**config.mk**
```make
export PLATFORM = sky130hd
export DESIGN_NAME = nic_flat
export DESIGN_NICKNAME = d
export VERILOG_FILES = /design/src/rtl/nic_pkg.sv /design/src/rtl/nic_if.sv /design/src/rtl/nic_buffer.sv /design/src/rtl/nic.sv /design/src/flat_wrapper.sv
export SDC_FILE = /design/constraint.sdc
export NUM_CORES = 1
export LEC_CHECK = 0
export BUFFER_PORTS_ARGS = -buffer_cell sky130_fd_sc_hd__buf_2
export CAP_MARGIN = 20
export CORE_MARGIN = 5
export CORE_UTILIZATION = 45
export DETAILED_ROUTE_END_ITERATION = 8
export PLACE_DENSITY = 0.83
export SLEW_MARGIN = 25
export SYNTH_ARGS = -nofsm -noshare
export SYNTH_HDL_FRONTEND = slang
export SYNTH_SLANG_ARGS = --single-unit
export TNS_END_PERCENT = 30
```
**constraint.sdc**
```tcl
create_clock -name clk -period 2.35 [get_ports clk]
set_input_delay 0.47 -clock clk [delete_from_list [all_inputs] [get_ports clk]]
set_output_delay 0.47 -clock clk [all_outputs]
set_load 0.05 [all_outputs]
```
**src/rtl/nic_pkg.sv**
```systemverilog
// rtl/nic_pkg.sv - register map and packet field layout shared by the nic slice
package nic_pkg;

  typedef enum logic [1:0] {
    NIC_IN_BUF   = 2'b00,
    NIC_IN_STAT  = 2'b01,
    NIC_OUT_BUF  = 2'b10,
    NIC_OUT_STAT = 2'b11
  } nicReg;

  // Packet fields, MSB-first numbering
  localparam int VC_BIT        = 0;
  localparam int DIR_BIT       = 1;
  localparam int HOP_FIRST     = 8;
  localparam int HOP_LAST      = 15;
  localparam int SRC_FIRST     = 16;
  localparam int SRC_LAST      = 31;
  localparam int PAYLOAD_FIRST = 32;
  localparam int PAYLOAD_LAST  = 63;

  typedef logic [0:63] nicPacket;

  function automatic logic vcOf(nicPacket pkt);
    return pkt[VC_BIT];
  endfunction

endpackage

```
**src/rtl/nic_if.sv**
```systemverilog
// rtl/nic_if.sv - cpu register port and ring router port of the nic
interface nic_if #(
  parameter int DATA_WIDTH = 64,
  parameter int ADDR_WIDTH = 2
);
  logic [0:ADDR_WIDTH-1] nicAddr;
  logic [0:DATA_WIDTH-1] nicDataIn;
  logic [0:DATA_WIDTH-1] nicDataOut;
  logic                  nicEn;
  logic                  nicWrEn;
  logic                  net_so;
  logic                  net_ro;
  logic [0:DATA_WIDTH-1] net_do;
  logic                  net_polarity;
  logic                  net_si;
  logic                  net_ri;
  logic [0:DATA_WIDTH-1] net_di;

  modport slave (
    input  nicAddr, nicDataIn, nicEn, nicWrEn,
    input  net_ro, net_polarity, net_si, net_di,
    output nicDataOut, net_so, net_do, net_ri
  );

  modport master (
    output nicAddr, nicDataIn, nicEn, nicWrEn,
    output net_ro, net_polarity, net_si, net_di,
    input  nicDataOut, net_so, net_do, net_ri
  );
endinterface

```
**src/rtl/nic_buffer.sv**
```systemverilog
// rtl/nic_buffer.sv - one-entry packet register with full flag
module nic_buffer #(
  parameter int WIDTH = 64
) (
  input  logic             clk,
  input  logic             reset,
  input  logic             load,
  input  logic             clear,
  input  logic [0:WIDTH-1] loadData,
  output logic [0:WIDTH-1] data,
  output logic             full
);

  // Load wins over clear; data is kept on clear so stale reads return the last packet
  always_ff @(posedge clk) begin
    if (reset) begin
      data <= '0;
      full <= 1'b0;
    end else if (load) begin
      data <= loadData;
      full <= 1'b1;
    end else if (clear) begin
      full <= 1'b0;
    end
  end

endmodule

```
**src/rtl/nic.sv**
```systemverilog
// rtl/nic.sv - network interface controller: cpu register file over two one-entry ring buffers
module nic
  import nic_pkg::*;
#(
  parameter int DATA_WIDTH = 64,
  parameter int ADDR_WIDTH = 2
) (
  input logic  clk,
  input logic  reset,
  nic_if.slave bus
);

  logic [0:DATA_WIDTH-1] outBuf;
  logic [0:DATA_WIDTH-1] inBuf;
  logic                  outFull;
  logic                  inFull;
  logic                  cpuRead;
  logic                  cpuWrite;
  logic                  outLoad;
  logic                  inject;
  logic                  inLoad;
  logic                  inClear;
  nicReg                 regSel;

  assign regSel   = nicReg'(bus.nicAddr);
  assign cpuRead  = bus.nicEn & ~bus.nicWrEn;
  assign cpuWrite = bus.nicEn & bus.nicWrEn;

  // Injection is held off while reset is asserted so nothing leaves in the reset cycle
  assign inject  = outFull & bus.net_ro & (bus.net_polarity == vcOf(outBuf)) & ~reset;
  assign outLoad = cpuWrite & (regSel == NIC_OUT_BUF) & ~outFull;

  assign inLoad  = bus.net_si & ~inFull;
  assign inClear = cpuRead & (regSel == NIC_IN_BUF) & inFull;

  nic_buffer #(.WIDTH(DATA_WIDTH)) outBuffer (
    .clk      (clk),
    .reset    (reset),
    .load     (outLoad),
    .clear    (inject),
    .loadData (bus.nicDataIn),
    .data     (outBuf),
    .full     (outFull)
  );

  nic_buffer #(.WIDTH(DATA_WIDTH)) inBuffer (
    .clk      (clk),
    .reset    (reset),
    .load     (inLoad),
    .clear    (inClear),
    .loadData (bus.net_di),
    .data     (inBuf),
    .full     (inFull)
  );

  assign bus.net_so = inject;
  assign bus.net_do = outFull ? outBuf : '0;
  assign bus.net_ri = ~inFull;

  always_comb begin
    bus.nicDataOut = '0;
    if (cpuRead) begin
      unique case (regSel)
        NIC_IN_BUF:   bus.nicDataOut = inBuf;
        NIC_IN_STAT:  bus.nicDataOut[DATA_WIDTH-1] = inFull;
        NIC_OUT_BUF:  bus.nicDataOut = outBuf;
        NIC_OUT_STAT: bus.nicDataOut[DATA_WIDTH-1] = outFull;
        default:      bus.nicDataOut = '0;
      endcase
    end
  end

endmodule

```
**src/flat_wrapper.sv**
```systemverilog
// flat-port wrapper written by rule: the top's interface ports become plain ports
module nic_flat import nic_pkg::*;
#(
  parameter int DATA_WIDTH = 64,
  parameter int ADDR_WIDTH = 2
)
  (clk, reset, bus_nicAddr, bus_nicDataIn, bus_nicEn, bus_nicWrEn, bus_net_ro, bus_net_polarity, bus_net_si, bus_net_di, bus_nicDataOut, bus_net_so, bus_net_do, bus_net_ri);
  nic_if #(.DATA_WIDTH(DATA_WIDTH), .ADDR_WIDTH(ADDR_WIDTH)) bus_i ();
  input logic clk;
  input logic reset;
  input wire logic [$bits(bus_i.nicAddr)-1:0] bus_nicAddr;
  input wire logic [$bits(bus_i.nicDataIn)-1:0] bus_nicDataIn;
  input wire logic [$bits(bus_i.nicEn)-1:0] bus_nicEn;
  input wire logic [$bits(bus_i.nicWrEn)-1:0] bus_nicWrEn;
  input wire logic [$bits(bus_i.net_ro)-1:0] bus_net_ro;
  input wire logic [$bits(bus_i.net_polarity)-1:0] bus_net_polarity;
  input wire logic [$bits(bus_i.net_si)-1:0] bus_net_si;
  input wire logic [$bits(bus_i.net_di)-1:0] bus_net_di;
  output wire logic [$bits(bus_i.nicDataOut)-1:0] bus_nicDataOut;
  output wire logic [$bits(bus_i.net_so)-1:0] bus_net_so;
  output wire logic [$bits(bus_i.net_do)-1:0] bus_net_do;
  output wire logic [$bits(bus_i.net_ri)-1:0] bus_net_ri;
  assign bus_i.nicAddr = bus_nicAddr;
  assign bus_i.nicDataIn = bus_nicDataIn;
  assign bus_i.nicEn = bus_nicEn;
  assign bus_i.nicWrEn = bus_nicWrEn;
  assign bus_i.net_ro = bus_net_ro;
  assign bus_i.net_polarity = bus_net_polarity;
  assign bus_i.net_si = bus_net_si;
  assign bus_i.net_di = bus_net_di;
  assign bus_nicDataOut = bus_i.nicDataOut;
  assign bus_net_so = bus_i.net_so;
  assign bus_net_do = bus_i.net_do;
  assign bus_net_ri = bus_i.net_ri;
  nic #(.DATA_WIDTH(DATA_WIDTH), .ADDR_WIDTH(ADDR_WIDTH)) u_core (.clk(clk), .reset(reset), .bus(bus_i));
endmodule
```
==> impl_metrics.tcl, run 1 <==
set metrics [dict create \
    drc_errors 0 \
    clkSinkCount 130 \
    yosys_warnings 0 \
    p_leak_uw 0.00372 \
    period_share 0.962 \
    area_growth_pct 33.2 \
    grt_pass1_wl_um 29300 \
    grt_max_degree 61 \
    multi_input_area_um2 3030 \
    viasPerCell 5.14 \
    cts_setup_buffers 0 \
    numPortBuffers 266 \
    whs_path_depth 3 \
    routedWlPerCell_um 15.9 \
    grt_setup_unrepaired "no" \
    clk_latency_ns 0.41 \
    regToRegStartpoint "u_core.outBuffer.full" \
    final_util 0.606 \
    p_total_uw 5430 \
    ir_drop_mv 0.394 \
    num_rows 42 \
    synth-compound-area-share 0.149 \
    synthCells 720 \
    rr_worst_depth 3 \
    ys_seq_area_frac 0.436 \
    min_period_ns 2.26 \
    nets 1099 \
    start_util 0.454 \
    hold_viol 0 \
    syn_nets 857 \
    ios 267 \
    tightestPinTransition_ns 0.403 \
    diodes 0 \
    synth.ff_latch_count 130 \
    topRoutingLayerUsed "met4" \
    route.met3.wl_um 1490 \
    die-height_um 125 \
    arrival_ns 1.79 \
    die-area_um2 15700 \
    vias 5911 \
    avgSynthCellArea_um2 8.29 \
    gp_congestion 0.825 \
    hpwl_um 13100 \
    synth_top_family_by_area "simple AND/OR/NAND/NOR gates" \
    overflow 0 \
    met1_length_um 7370 \
    drv_cap 0 \
    root_buffer "clkbuf_16" \
    setup_viol 0 \
    track_usage 0.229 \
    cts_tree "built" \
    design.core.area_um2 13100 \
    criticalPathCategory "in2out" \
    syn-cell-area_um2 5970 \
    hp-start "bus_net_di[37]" \
    synth_xor_area_frac 0.00147 \
    detail-route-antenna-nets 0 \
    ff_latch_area_um2 2600 \
    hold_buffers 0 \
    dr_wl_met2_um 8990 \
    grt_antenna_before_repair 0 \
    hp-class "in2reg" \
    cts_buffers 17 \
    cts_resized 0 \
    critPathRequiredTime_ns 1.88 \
    holdPathEnd "u_core.inBuffer.data[26]" \
    synth_cell_types 25 \
    dr.pass1.iters 5 \
    synth_fa_ha_area_frac 0 \
    drive_gt1_frac 0.328 \
    rrSetupSlack_ns 0.98 \
    cts_buffer_depth 2 \
    cp-end-kind "primary output" \
    p_per_area_nw_per_um2 683 \
    fin_tns_setup_ns 0 \
    cts_max_level 4 \
    fillers 1164 \
    drt_iter0_markers 370 \
    r2r_end "u_core.outBuffer.data[19]" \
    max_freq_mhz 442 \
    skew_ns 0.00445 \
    worstSetupStartpointType "primary input" \
    clkTransAtPathRegs_ns 0.05 \
    max_slew_margin 0.731 \
    synth_mux_area_frac 0.111 \
    slew_violations 0 \
    die_x_um 125 \
    grt_pass1_vias 5855 \
    run_status "finished, final reports clean" \
    critical_path.max_fanout 51 \
    yosys.area_share.simple 0.244 \
    finalWirelength_um 18300 \
]
per-stage QoR:
| step | hold slack [ns] | area [um2] | cells | setup WS, ns |
|---|---|---|---|---|
| 2_1_floorplan | 0.433 | 5970 | 720 | 0.0602 |
| 3_3_place_gp | 0.442 | 7380 | 1119 | 0.108 |
| 3_5_place_dp | 0.448 | 7380 | 1119 | 0.102 |
| 4_1_cts | 0.279 | 7960 | 1150 | 0.102 |
| 5_1_grt | 0.283 | 7960 | 1150 | 0.0406 |
| 6_report | 0.299 | 7960 | 1150 | 0.0898 |
cell type report:
class | count | area share
clock buffers | 26 | 0.0628
clock inverters | 5 | 0.00944
inverters | 2 | 0.00126
multi-input cells | 527 | 0.381
flip-flops and latches | 130 | 0.327
well taps | 176 | 0.0277
repair buffers | 284 | 0.191
state kept, by name (all words and copies together), names as in the netlist:
register	flops
u_core.inBuffer.full	1
u_core.outBuffer.full	1
u_core.inBuffer.data	64
u_core.outBuffer.data	64
layout by cell type, fill, tap and decap left out, types with 3 or more instances in the layout:
| master | synthesis | layout |
|---|---|---|
| clkinv_2 | 0 | 3 |
| buf_4 | 1 | 14 |
| buf_12 | 4 | 4 |
| nand2_1 | 257 | 257 |
| buf_2 | 20 | 266 |
| clkbuf_8 | 0 | 4 |
| clkbuf_1 | 28 | 5 |
| a22o_1 | 63 | 63 |
| a21oi_1 | 64 | 64 |
| dfxtp_1 | 130 | 129 |
| mux2i_1 | 64 | 64 |
| clkbuf_16 | 0 | 17 |
| and2_1 | 64 | 64 |
critical path: stages:
cell and delay (ns):
buf_2 0.11, nand2b_1 0.23, nor3_4 0.21, buf_12 0.27, a22o_1 0.19, buf_2 0.27
worst max-delay path by stage:
| stage | cells past startpoint | startpoint | to |
|---|---|---|---|
| after floorplan | 2 | bus_net_polarity | bus_net_so |
| after global placement | 6 | bus_nicWrEn | bus_nicDataOut[53] |
| after detailed placement | 6 | bus_nicWrEn | bus_nicDataOut[53] |
| after CTS | 6 | bus_nicWrEn | bus_nicDataOut[53] |
| after global routing | 6 | bus_nicWrEn | bus_nicDataOut[46] |
| final | 6 | bus_nicWrEn | bus_nicDataOut[46] |
cell families after synthesis:
family          after synthesis
simple gates                332
flops                       130
compound gates              129
mux                          65
buf+inv                      63
xor+xnor                      1
where the power goes:
| group | switching, uW | leakage [uW] | internal (uW) |
|---|---|---|---|
| registers | 61.9 | 0.00106 | 2300 |
| clock network | 892 | 0.000284 | 1660 |
| logic | 315 | 0.00238 | 204 |
synthesized netlist by cell type, drive strengths merged:
| master | instances | area [um2] |
|---|---|---|
| a211oi | 1 | 7.51 |
| a21oi | 64 | 320 |
| a22o | 63 | 552 |
| and2 | 64 | 400 |
| buf | 33 | 240 |
| clkbuf | 28 | 105 |
| dfxtp | 130 | 2600 |
| inv | 2 | 7.50 |
| mux2i | 64 | 641 |
| mux4 | 1 | 22.5 |
| nand2 | 257 | 965 |
| nand2b | 4 | 27.5 |
| nor2 | 2 | 10.0 |
| nor2b | 2 | 12.5 |
| nor3 | 2 | 32.5 |
| nor3b | 1 | 7.51 |
| o2bb2ai | 1 | 8.76 |
| xor2 | 1 | 8.76 |
metal layers:
layer,GRT usage,vias up
met5,0,-
met4,0.101,0
met3,0.0733,34
met2,0.389,253
met1,0.263,2748
li1,-,2876
Note: power is estimated with default switching activity, not from simulation.
==> inputs of run 2 (changes only) <==
==> constraint.sdc (replaced) <==
create_clock -name clk -period 2.9 [get_ports clk]
set_input_delay 0.58 -clock clk [delete_from_list [all_inputs] [get_ports clk]]
set_output_delay 0.58 -clock clk [all_outputs]
set_load 0.05 [all_outputs]
==> impl_metrics.tcl, run 2 (synthesis results as in run 1) <==
set metrics [dict create \
    detail-route-antenna-nets 0 \
    viasPerCell 5.11 \
    die_x_um 125 \
    max_freq_mhz 399 \
    slowest_stage "buf_12" \
    min_period_ns 2.50 \
    drv_cap 0 \
    start_util 0.454 \
    max_slew_margin 0.495 \
    run_status "finished, final reports clean" \
    clkSinkCount 130 \
    critical_path.cell_chain "buf_2, nand2b_1, nor3_4, buf_12, a22o_1, buf_2" \
    cts_tree "built" \
    numPortBuffers 266 \
    ios 267 \
    track_usage 0.224 \
    final_util 0.601 \
    layout_commonest_cell "buf_2" \
    finalWirelength_um 18200 \
    vias 5832 \
    worstSetupStartpointType "primary input" \
    drt_iter0_markers 402 \
    holdPathEnd "u_core.outBuffer.data[9]" \
    die-height_um 125 \
    cp-end-kind "primary output" \
    cts_resized 0 \
    cts_buffer_depth 2 \
    cts_setup_buffers 0 \
    skew_ns 0.00433 \
    whs_path_depth 3 \
    root_buffer "clkbuf_16" \
    dr.pass1.iters 5 \
    hold_viol 0 \
    setup_viol 0 \
    die-area_um2 15700 \
    slew_violations 0 \
    diodes 0 \
    rr_worst_depth 4 \
    cts_buffers 17 \
    ir_drop_mv 0.359 \
    num_rows 42 \
    p_per_area_nw_per_um2 547 \
    drive_gt1_frac 0.326 \
    drc_errors 0 \
    p_total_uw 4320 \
    worst_hold_slack_ns 0.407 \
    grt_pass1_vias 5718 \
    grt_setup_unrepaired "no" \
    design.core.area_um2 13100 \
    area_growth_pct 32.3 \
    gp_congestion 0.857 \
    r2r_end "u_core.inBuffer.data[52]" \
    rrSetupSlack_ns 1.19 \
    critPathRequiredTime_ns 2.32 \
    nets 1093 \
    hpwl_um 12600 \
    max_stage_delay_ns 0.32 \
    overflow 0 \
    hp-class "in2reg" \
    cp-startpoint "bus_nicWrEn" \
    clk_latency_ns 0.41 \
    arrival_ns 1.92 \
    grt_pass1_wl_um 28600 \
    grt_antenna_before_repair 0 \
    tightestPinTransition_ns 0.757 \
    regToRegStartpoint "u_core.inBuffer.full" \
    final_cell_mix "buf_2, nand2_1, dfxtp_1" \
    fin_tns_setup_ns 0 \
    top_regs "u_core.inBuffer.data (64), u_core.outBuffer.data (64)" \
    critical_path.max_fanout 64 \
    routedWlPerCell_um 16.0 \
    clkTransAtPathRegs_ns 0.05 \
    cp_common_cell "buf_2" \
    cts_max_level 4 \
    grt_max_degree 66 \
    hold_buffers 0 \
    p_leak_uw 0.00370 \
    criticalPathCategory "in2out" \
    hp-start "bus_nicDataIn[54]" \
    period_share 0.863 \
]
-- run 2: cell count changes in the layout (fill, tap and decap cells not counted), sizes merged --
cell	change
clkinv	+2
buf	-6
bufinv	-1
clkbuf	-3
-- run 2: where the power goes --
group | total [uW] | switching, uW | internal (uW)
registers | 1910 | 52.3 | 1860
logic | 415 | 253 | 163
clock network | 1990 | 722 | 1270
total | 4320 | 1030 | 3290
-- run 2: final cells by class --
class / instances / area (um2)
clock buffers: 23 / 498
repair buffers: 278 / 1480
clock inverters: 6 / 55.1
flip-flops and latches: 130 / 2600
inverters: 2 / 10.0
multi-input cells: 527 / 3030
well taps: 176 / 220
fillers: 1181 / 5240
-- run 2: metal layers --
| metal | track usage | routed length, um | vias to the layer above |
|---|---|---|---|
| li1 | - | - | 2866 |
| met4 | 0.0912 | 427 | 0 |
| met2 | 0.389 | 9050 | 236 |
| met5 | 0 | 0 | - |
| met1 | 0.256 | 7220 | 2699 |
| met3 | 0.0704 | 1520 | 31 |
-- run 2: per-stage QoR --
stage / area [um2] / setup WS [ns] / instances
2_1_floorplan: 5970 / 0.390 / 720
4_1_cts: 7900 / 0.384 / 1142
6_report: 7900 / 0.397 / 1142
3_5_place_dp: 7350 / 0.402 / 1113
5_1_grt: 7900 / 0.332 / 1142
3_3_place_gp: 7350 / 0.439 / 1113
-- run 2: worst max-delay path by stage --
| stage | end | cells after the start | slack (ns) |
|---|---|---|---|
| 6_report | bus_nicDataOut[46] | 6 | 0.40 |
| 5_1_grt | bus_net_do[23] | 3 | 0.33 |
| 4_1_cts | bus_net_do[23] | 3 | 0.38 |
| 3_5_place_dp | bus_nicDataOut[12] | 6 | 0.40 |
| 3_3_place_gp | bus_nicDataOut[11] | 6 | 0.44 |
| 2_1_floorplan | bus_net_so | 2 | 0.39 |
-- run 2: worst max-delay path: cells and delay by family --
family	cells	cell delay, ns
buffers and inverters	3	0.69
AOI/OAI and AO/OA	1	0.20
and+or+nand+nor	2	0.42
